==> config.mk <==
export PLATFORM = sky130hd
export DESIGN_NAME = cpu_lsu_flat
export DESIGN_NICKNAME = d
export VERILOG_FILES = /design/src/rtl/cpu_lsu_pkg.sv /design/src/rtl/cpu_lsu_if.sv /design/src/rtl/cpu_load_extend.sv /design/src/rtl/cpu_lsu.sv /design/src/flat_wrapper.sv
export SDC_FILE = /design/constraint.sdc
export NUM_CORES = 1
export LEC_CHECK = 0
export CAP_MARGIN = 20
export CORE_ASPECT_RATIO = 1.1
export CORE_MARGIN = 1.5
export CORE_UTILIZATION = 40
export DETAILED_ROUTE_END_ITERATION = 7
export MAX_ROUTING_LAYER = met4
export PLACE_DENSITY_LB_ADDON = 0.12
export SYNTH_ARGS = -nofsm -noshare
export SYNTH_HDL_FRONTEND = slang
export SYNTH_HIERARCHICAL = 1
export SYNTH_SLANG_ARGS = --single-unit
==> constraint.sdc <==
create_clock -name clk -period 2.05 [get_ports clk]
set_clock_uncertainty 0.2 [all_clocks]
set_input_delay 0.205 -clock clk [delete_from_list [all_inputs] [get_ports clk]]
set_output_delay 0.205 -clock clk [all_outputs]
set_load 0.1 [all_outputs]
==> src/rtl/cpu_lsu_pkg.sv <==
// Shared types and constants for the memory-stage load/store unit.
package cpu_lsu_pkg;

    typedef enum logic [1:0] {
        LSU_IDLE      = 2'd0,
        LSU_REQ       = 2'd1,
        LSU_WAIT_RESP = 2'd2,
        LSU_DONE      = 2'd3
    } lsu_state_e;

    // Access size/sign encodings, shared with the decoder.
    localparam logic [2:0] FUNCT3_B  = 3'b000;
    localparam logic [2:0] FUNCT3_H  = 3'b001;
    localparam logic [2:0] FUNCT3_W  = 3'b010;
    localparam logic [2:0] FUNCT3_BU = 3'b100;
    localparam logic [2:0] FUNCT3_HU = 3'b101;

    // Size is funct3[1:0]: 00 byte, 01 half, anything else is treated as a word.
    function automatic logic is_misaligned(input logic [2:0] funct3, input logic [1:0] addr_lo);
        case (funct3[1:0])
            2'b00:   return 1'b0;
            2'b01:   return addr_lo[0];
            default: return addr_lo != 2'b00;
        endcase
    endfunction

endpackage

==> src/rtl/cpu_lsu_if.sv <==
// Valid/ready data-memory bus between the LSU (master) and memory (slave).
interface cpu_lsu_if #(
    parameter int ADDR_WIDTH = 32
);
    logic                  req_valid;
    logic                  req_ready;
    logic                  req_we;
    logic [ADDR_WIDTH-1:0] req_addr;
    logic [31:0]           req_wdata;
    logic [3:0]            req_wstrb;
    logic                  resp_valid;
    logic [31:0]           resp_rdata;

    modport master (
        output req_valid, req_we, req_addr, req_wdata, req_wstrb,
        input  req_ready, resp_valid, resp_rdata
    );

    modport slave (
        input  req_valid, req_we, req_addr, req_wdata, req_wstrb,
        output req_ready, resp_valid, resp_rdata
    );
endinterface

==> src/rtl/cpu_load_extend.sv <==
// Load lane select plus sign/zero extension of a 32-bit memory word.
module cpu_load_extend
    import cpu_lsu_pkg::*;
(
    input  logic [31:0] rdata,
    input  logic [1:0]  byte_off,
    input  logic [2:0]  funct3,
    output logic [31:0] result
);
    logic [7:0]  byte_v;
    logic [15:0] half_v;

    // Pick the addressed byte/half, then extend according to funct3.
    always_comb begin
        byte_v = rdata[{byte_off, 3'b000} +: 8];
        half_v = byte_off[1] ? rdata[31:16] : rdata[15:0];
        case (funct3)
            FUNCT3_B:  result = {{24{byte_v[7]}}, byte_v};
            FUNCT3_BU: result = {24'd0, byte_v};
            FUNCT3_H:  result = {{16{half_v[15]}}, half_v};
            FUNCT3_HU: result = {16'd0, half_v};
            default:   result = rdata;
        endcase
    end
endmodule

==> src/rtl/cpu_lsu.sv <==
// Memory-stage load/store unit: drives the data bus, stalls M until the access
// completes, flags misaligned accesses and aborts accesses that exceed the timeout.
module cpu_lsu
    import cpu_lsu_pkg::*;
#(
    parameter int ADDR_WIDTH     = 32,
    parameter int TIMEOUT_CYCLES = 64
) (
    input  logic                  clk,
    input  logic                  rst,
    input  logic                  mem_read_m,
    input  logic                  mem_write_m,
    input  logic [2:0]            funct3_m,
    input  logic [ADDR_WIDTH-1:0] addr_m,
    input  logic [31:0]           wdata_m,
    output logic [31:0]           read_data_m,
    output logic                  done_m,
    output logic                  stall_m,
    output logic                  misaligned_m,
    output logic                  bus_error_m,
    cpu_lsu_if.master             bus
);
    localparam int CNT_W = (TIMEOUT_CYCLES > 1) ? $clog2(TIMEOUT_CYCLES) : 1;
    localparam logic [CNT_W-1:0] CNT_LAST = CNT_W'(TIMEOUT_CYCLES - 1);
    localparam bit TIMEOUT_EN = (TIMEOUT_CYCLES != 0);

    lsu_state_e            state;
    logic [CNT_W-1:0]      cnt;
    logic                  we_q;
    logic [ADDR_WIDTH-1:0] addr_q;
    logic [31:0]           wdata_q;
    logic [3:0]            wstrb_q;
    logic [2:0]            f3_q;
    logic [1:0]            off_q;
    logic [31:0]           rdata_q;
    logic                  err_q;

    logic        op, mis, idle_mis, timeout_hit;
    logic [31:0] st_wdata, ext_data;
    logic [3:0]  st_wstrb;

    cpu_load_extend u_ext (
        .rdata    (bus.resp_rdata),
        .byte_off (off_q),
        .funct3   (f3_q),
        .result   (ext_data)
    );

    // Misalignment, stall and done decode; misaligned accesses never leave IDLE.
    always_comb begin
        op           = mem_read_m | mem_write_m;
        mis          = is_misaligned(funct3_m, addr_m[1:0]);
        idle_mis     = (state == LSU_IDLE) && op && mis;
        misaligned_m = idle_mis;
        done_m       = (state == LSU_DONE) || idle_mis;
        stall_m      = op && !mis && (state != LSU_DONE);
        read_data_m  = idle_mis ? 32'd0 : rdata_q;
        bus_error_m  = err_q;
        timeout_hit  = TIMEOUT_EN && (cnt == CNT_LAST);
    end

    // Store lane replication and byte enables; loads carry no strobes.
    always_comb begin
        case (funct3_m[1:0])
            2'b00: begin
                st_wdata = {4{wdata_m[7:0]}};
                st_wstrb = 4'b0001 << addr_m[1:0];
            end
            2'b01: begin
                st_wdata = {2{wdata_m[15:0]}};
                st_wstrb = addr_m[1] ? 4'b1100 : 4'b0011;
            end
            default: begin
                st_wdata = wdata_m;
                st_wstrb = 4'b1111;
            end
        endcase
        if (mem_read_m) st_wstrb = 4'b0000;
    end

    assign bus.req_valid = (state == LSU_REQ);
    assign bus.req_we    = we_q;
    assign bus.req_addr  = addr_q;
    assign bus.req_wdata = wdata_q;
    assign bus.req_wstrb = wstrb_q;

    // Access FSM: latch request in IDLE, hold until accepted, wait for read data,
    // then one DONE cycle; completion takes priority over the timeout abort.
    always_ff @(posedge clk) begin
        if (rst) begin
            state   <= LSU_IDLE;
            cnt     <= '0;
            we_q    <= 1'b0;
            addr_q  <= '0;
            wdata_q <= '0;
            wstrb_q <= '0;
            f3_q    <= '0;
            off_q   <= '0;
            rdata_q <= '0;
            err_q   <= 1'b0;
        end else begin
            case (state)
                LSU_IDLE: begin
                    err_q <= 1'b0;
                    if (op && !mis) begin
                        state   <= LSU_REQ;
                        cnt     <= '0;
                        we_q    <= !mem_read_m;
                        addr_q  <= {addr_m[ADDR_WIDTH-1:2], 2'b00};
                        wdata_q <= st_wdata;
                        wstrb_q <= st_wstrb;
                        f3_q    <= funct3_m;
                        off_q   <= addr_m[1:0];
                    end
                end
                LSU_REQ: begin
                    if (cnt != '1) cnt <= cnt + 1'b1;
                    if (bus.req_ready) begin
                        state <= we_q ? LSU_DONE : LSU_WAIT_RESP;
                    end else if (timeout_hit) begin
                        state   <= LSU_DONE;
                        err_q   <= 1'b1;
                        rdata_q <= '0;
                    end
                end
                LSU_WAIT_RESP: begin
                    if (cnt != '1) cnt <= cnt + 1'b1;
                    if (bus.resp_valid) begin
                        state   <= LSU_DONE;
                        rdata_q <= ext_data;
                    end else if (timeout_hit) begin
                        state   <= LSU_DONE;
                        err_q   <= 1'b1;
                        rdata_q <= '0;
                    end
                end
                default: begin
                    state <= LSU_IDLE;
                    err_q <= 1'b0;
                end
            endcase
        end
    end
endmodule

==> src/flat_wrapper.sv <==
// flat-port wrapper written by rule: the top's interface ports become plain ports
module cpu_lsu_flat import cpu_lsu_pkg::*;
#(
    parameter int ADDR_WIDTH     = 32,
    parameter int TIMEOUT_CYCLES = 64
)
  (clk, rst, mem_read_m, mem_write_m, funct3_m, addr_m, wdata_m, read_data_m, done_m, stall_m, misaligned_m, bus_error_m, bus_req_valid, bus_req_we, bus_req_addr, bus_req_wdata, bus_req_wstrb, bus_req_ready, bus_resp_valid, bus_resp_rdata);
  cpu_lsu_if #(.ADDR_WIDTH(ADDR_WIDTH)) bus_i ();
  input  logic clk;
  input  logic rst;
  input  logic mem_read_m;
  input  logic mem_write_m;
  input  logic [2:0] funct3_m;
  input  logic [ADDR_WIDTH-1:0] addr_m;
  input  logic [31:0] wdata_m;
  output logic [31:0] read_data_m;
  output logic done_m;
  output logic stall_m;
  output logic misaligned_m;
  output logic bus_error_m;
  output wire logic [$bits(bus_i.req_valid)-1:0] bus_req_valid;
  output wire logic [$bits(bus_i.req_we)-1:0] bus_req_we;
  output wire logic [$bits(bus_i.req_addr)-1:0] bus_req_addr;
  output wire logic [$bits(bus_i.req_wdata)-1:0] bus_req_wdata;
  output wire logic [$bits(bus_i.req_wstrb)-1:0] bus_req_wstrb;
  input wire logic [$bits(bus_i.req_ready)-1:0] bus_req_ready;
  input wire logic [$bits(bus_i.resp_valid)-1:0] bus_resp_valid;
  input wire logic [$bits(bus_i.resp_rdata)-1:0] bus_resp_rdata;
  assign bus_req_valid = bus_i.req_valid;
  assign bus_req_we = bus_i.req_we;
  assign bus_req_addr = bus_i.req_addr;
  assign bus_req_wdata = bus_i.req_wdata;
  assign bus_req_wstrb = bus_i.req_wstrb;
  assign bus_i.req_ready = bus_req_ready;
  assign bus_i.resp_valid = bus_resp_valid;
  assign bus_i.resp_rdata = bus_resp_rdata;
  cpu_lsu #(.ADDR_WIDTH(ADDR_WIDTH), .TIMEOUT_CYCLES(TIMEOUT_CYCLES)) u_core (.clk(clk), .rst(rst), .mem_read_m(mem_read_m), .mem_write_m(mem_write_m), .funct3_m(funct3_m), .addr_m(addr_m), .wdata_m(wdata_m), .read_data_m(read_data_m), .done_m(done_m), .stall_m(stall_m), .misaligned_m(misaligned_m), .bus_error_m(bus_error_m), .bus(bus_i));
endmodule
==> results_dict.tcl <==
set metrics [dict create \
    outcome "complete, but fails checks" \
    violations "negative setup slack" \
    cp.required_ns 1.64 \
    power_uw 11490 \
    num_vias 5767 \
    hp-class "in2reg" \
    clk_latency_ns 0.42 \
    yosysSeqAreaShare 0.4093 \
    pre_cts_ws_ns -0.1166 \
    drv_slew 0 \
    grt_first_pass_wirelength_mm 28.24 \
    clockBufferDepth 2 \
    wirelength_mm 17.65 \
    row_count 44 \
    globalRouteOverflowTotal 0 \
    cp.arrival_ns 1.82 \
    synth-async-reset-ratio 0 \
    cts_root_buf "clkbuf_16" \
    grt_pass1_vias 5675 \
    slew_headroom 0.4953 \
    final_cell_mix "nand2_1 (133), dfxtp_1 (110), buf_4 (108)" \
    p_int_uw 6568 \
    dr.first_iter.drc_count 250 \
    detail_route.wl_per_cell_um 16.25 \
    switchingPower_uw 4926 \
    track_usage 0.2550 \
    hold_ws_ns 0.1353 \
    pwr-share-clk 0.274 \
    worstSetupStartpointType "flip-flop" \
    synthTopCellsByArea "dfxtp_1 (41%), nand2_1 (9.0%), a21oi_1 (6.6%), a22o_1 (5.4%), nor2b_1 (4.8%)" \
    yosys.area_share.xor_xnor 0 \
    synth_top_cell_by_area "dfxtp_1" \
    critPathKind "reg2out" \
    nets 999 \
    layout_commonest_cell "nand2_1" \
    gp_congestion 0.8285 \
    ios 211 \
    setup_viol 35 \
    final.min_clock_period_ns 2.225 \
    antenna_found_initial 0 \
    sw_frac_of_total 0.4286 \
    cap_viol_max_count 0 \
    synth_top_flop_cell "dfxtp_1" \
    dpl.hpwl_mm 12.61 \
    nFillCells 1036 \
    vias_per_cell 5.310 \
    die_area_um2 14530 \
    synth_compound_area_frac 0.2748 \
    drtPass1Iterations 7 \
    syn_area_um2 5527 \
    synth.area.mux_share 0.05071 \
    drive_gt1_frac 0.3215 \
    hold_viol 0 \
    max_stage_delay_ns 0.33 \
    syn_to_final_growth_pct 71.07 \
    cts_buffers 17 \
    synth.avg_cell_area_um2 8.568 \
    portBuffers 208 \
    synth_cells 645 \
    final_util 0.7096 \
    timing.setup.tns_ns -3.434 \
    ys_types 56 \
    die_w_um 115.1 \
    post-route-period-util 1.085 \
    combPwrFrac 0.490 \
    start_util 0.4148 \
    synth_top_area_share 0.4093 \
    seqPwrFrac 0.236 \
    ys_warn_count 6 \
    tightest_slew_ns 0.7570 \
    crit_path_cell_trace "inv_2 > ha_4 > o21ai_4 > a21oi_4 > buf_6 > buf_12 > buf_4 > nor2b_4 > buf_12" \
    crit_slowest_cell "dfxtp_2" \
    end_kind "output pin" \
    p_leak_uw 0.003707 \
    synth_edf_count 0 \
    cts_tree "yes" \
    setup_slack_ns -0.1746 \
    num_antenna_cells 0 \
    synth_top_family_by_area "compound AO/OA/AOI/OAI gates" \
    cp_common_cell "buf_12" \
    grt_max_degree 74 \
    htreeDepth 4 \
    synth_seq_cells 113 \
    drc_errors 0 \
    synthAdderAreaFrac 0.01132 \
    cp_max_fo 6 \
    fmax_mhz 449.5 \
    clk_pin_slew_worst_paths_ns 0.06 \
    cts.sinks 113 \
    die_y_um 126.3 \
    vdd_drop_max_mv 0.9524 \
    core_um2 13320 \
    ant_nets 0 \
    rsz0062_at_grt "true" \
    synthSimpleGateAreaFrac 0.1956 \
    p_per_area_nw_per_um2 1216 \
]
## area by class of cell
type | instances | area [µm²] | area share
Clock buffer | 17 | 425.4 | 0.04500
Clock inverter | 15 | 209.0 | 0.02210
Inverter | 11 | 41.29 | 0.004367
Multi-Input combinational cell | 469 | 3259 | 0.3448
Sequential cell | 113 | 2266 | 0.2397
Tap cell | 184 | 230.2 | 0.02435
Timing Repair Buffer | 277 | 3023 | 0.3197
## cell usage after synthesis (8+ instances only)
library cell  count
nand2_1         133
dfxtp_1         113
a21oi_1          73
nor2b_1          42
a22o_1           34
clkbuf_1         28
nor2_1           25
mux2i_1          22
o21ai_0          20
a2bb2oi_2        15
a211oi_1         10
buf_4            10
inv_1            10
a311oi_1          9
buf_2             8
## power groups by stage
stage	clock network [µW]	logic, µW	registers, µW
after floorplan	0	2190	4250
after global placement	0	5160	2740
after detailed placement	0	5240	2750
after CTS	3180	5580	2710
after global routing	3290	5900	2750
final	3150	5630	2710
## per-stage QoR
stage / instances / area [µm²]
global placement: 1039 / 8528
global route: 1086 / 9454
detailed placement: 1039 / 8528
floorplan: 646 / 5793
CTS: 1085 / 9433
finish: 1086 / 9454
## cell families (layout without fill, tap and decap cells)
kind of cell,count (synthesis),in the layout
AOI/OAI and AO/OA,203,203
buffers and inverters,64,320
muxes,27,27
and+or+nand+nor,232,232
DFF,113,113
adders and majority gates,5,5
other,1,2
## sequential cells by signal, indices dropped and copies added (netlist names)
name	cells
u_core/bus.req_wstrb	4
u_core/rdata_q	32
u_core/off_q	2
u_core/f3_q	3
u_core/state	2
u_core/bus.req_we	1
u_core/cnt	6
u_core/bus_error_m	1
u_core/bus.req_wdata	32
u_core/bus.req_addr	30
## routing by layer
metal  up-vias  track usage  part of all wire
li1       2792            -                 -
met1      2693       0.2943              0.41
met2       238       0.4118              0.49
met3        44      0.06641             0.070
met4         0       0.1198             0.033
met5         -            -                 0
## repair_timing
action                                 4_1_cts  5_1_grt
endpoints found under the hold margin        4        0
gates resized for setup                     30        7
pin swaps                                    1        2
setup endpoints to repair                   37       43
cloned                                       3        0
buffers inserted                            10        2
hold buffers                                 2        0
## worst paths after layout
kind | startpoint | endpoint | slack (ns) | depth (start not counted)
hold reg to reg | u_core/bus.req_addr[13]$_SDFFE_PP0P_ | u_core/bus.req_addr[13]$_SDFFE_PP0P_ | 0.25 | 2
setup reg to reg | u_core/state[0]$_SDFFE_PP0P_ | u_core/cnt[5]$_SDFFE_PP0P_ | -0.04 | 8
hold / removal | addr_m[9] | u_core/bus.req_addr[9]$_SDFFE_PP0P_ | 0.14 | 3
setup / recovery | u_core/state[0]$_SDFFE_PP0P_ | read_data_m[18] | -0.17 | 9
## critical path: cells and delay by family (launching register included)
kind | cells | cell delay (ns)
flops | 1 | 0.33
simple gates | 1 | 0.12
fa+ha+maj | 1 | 0.17
buf+inv | 5 | 0.64
compound gates | 2 | 0.13
Power figures use the tool's default switching activity.
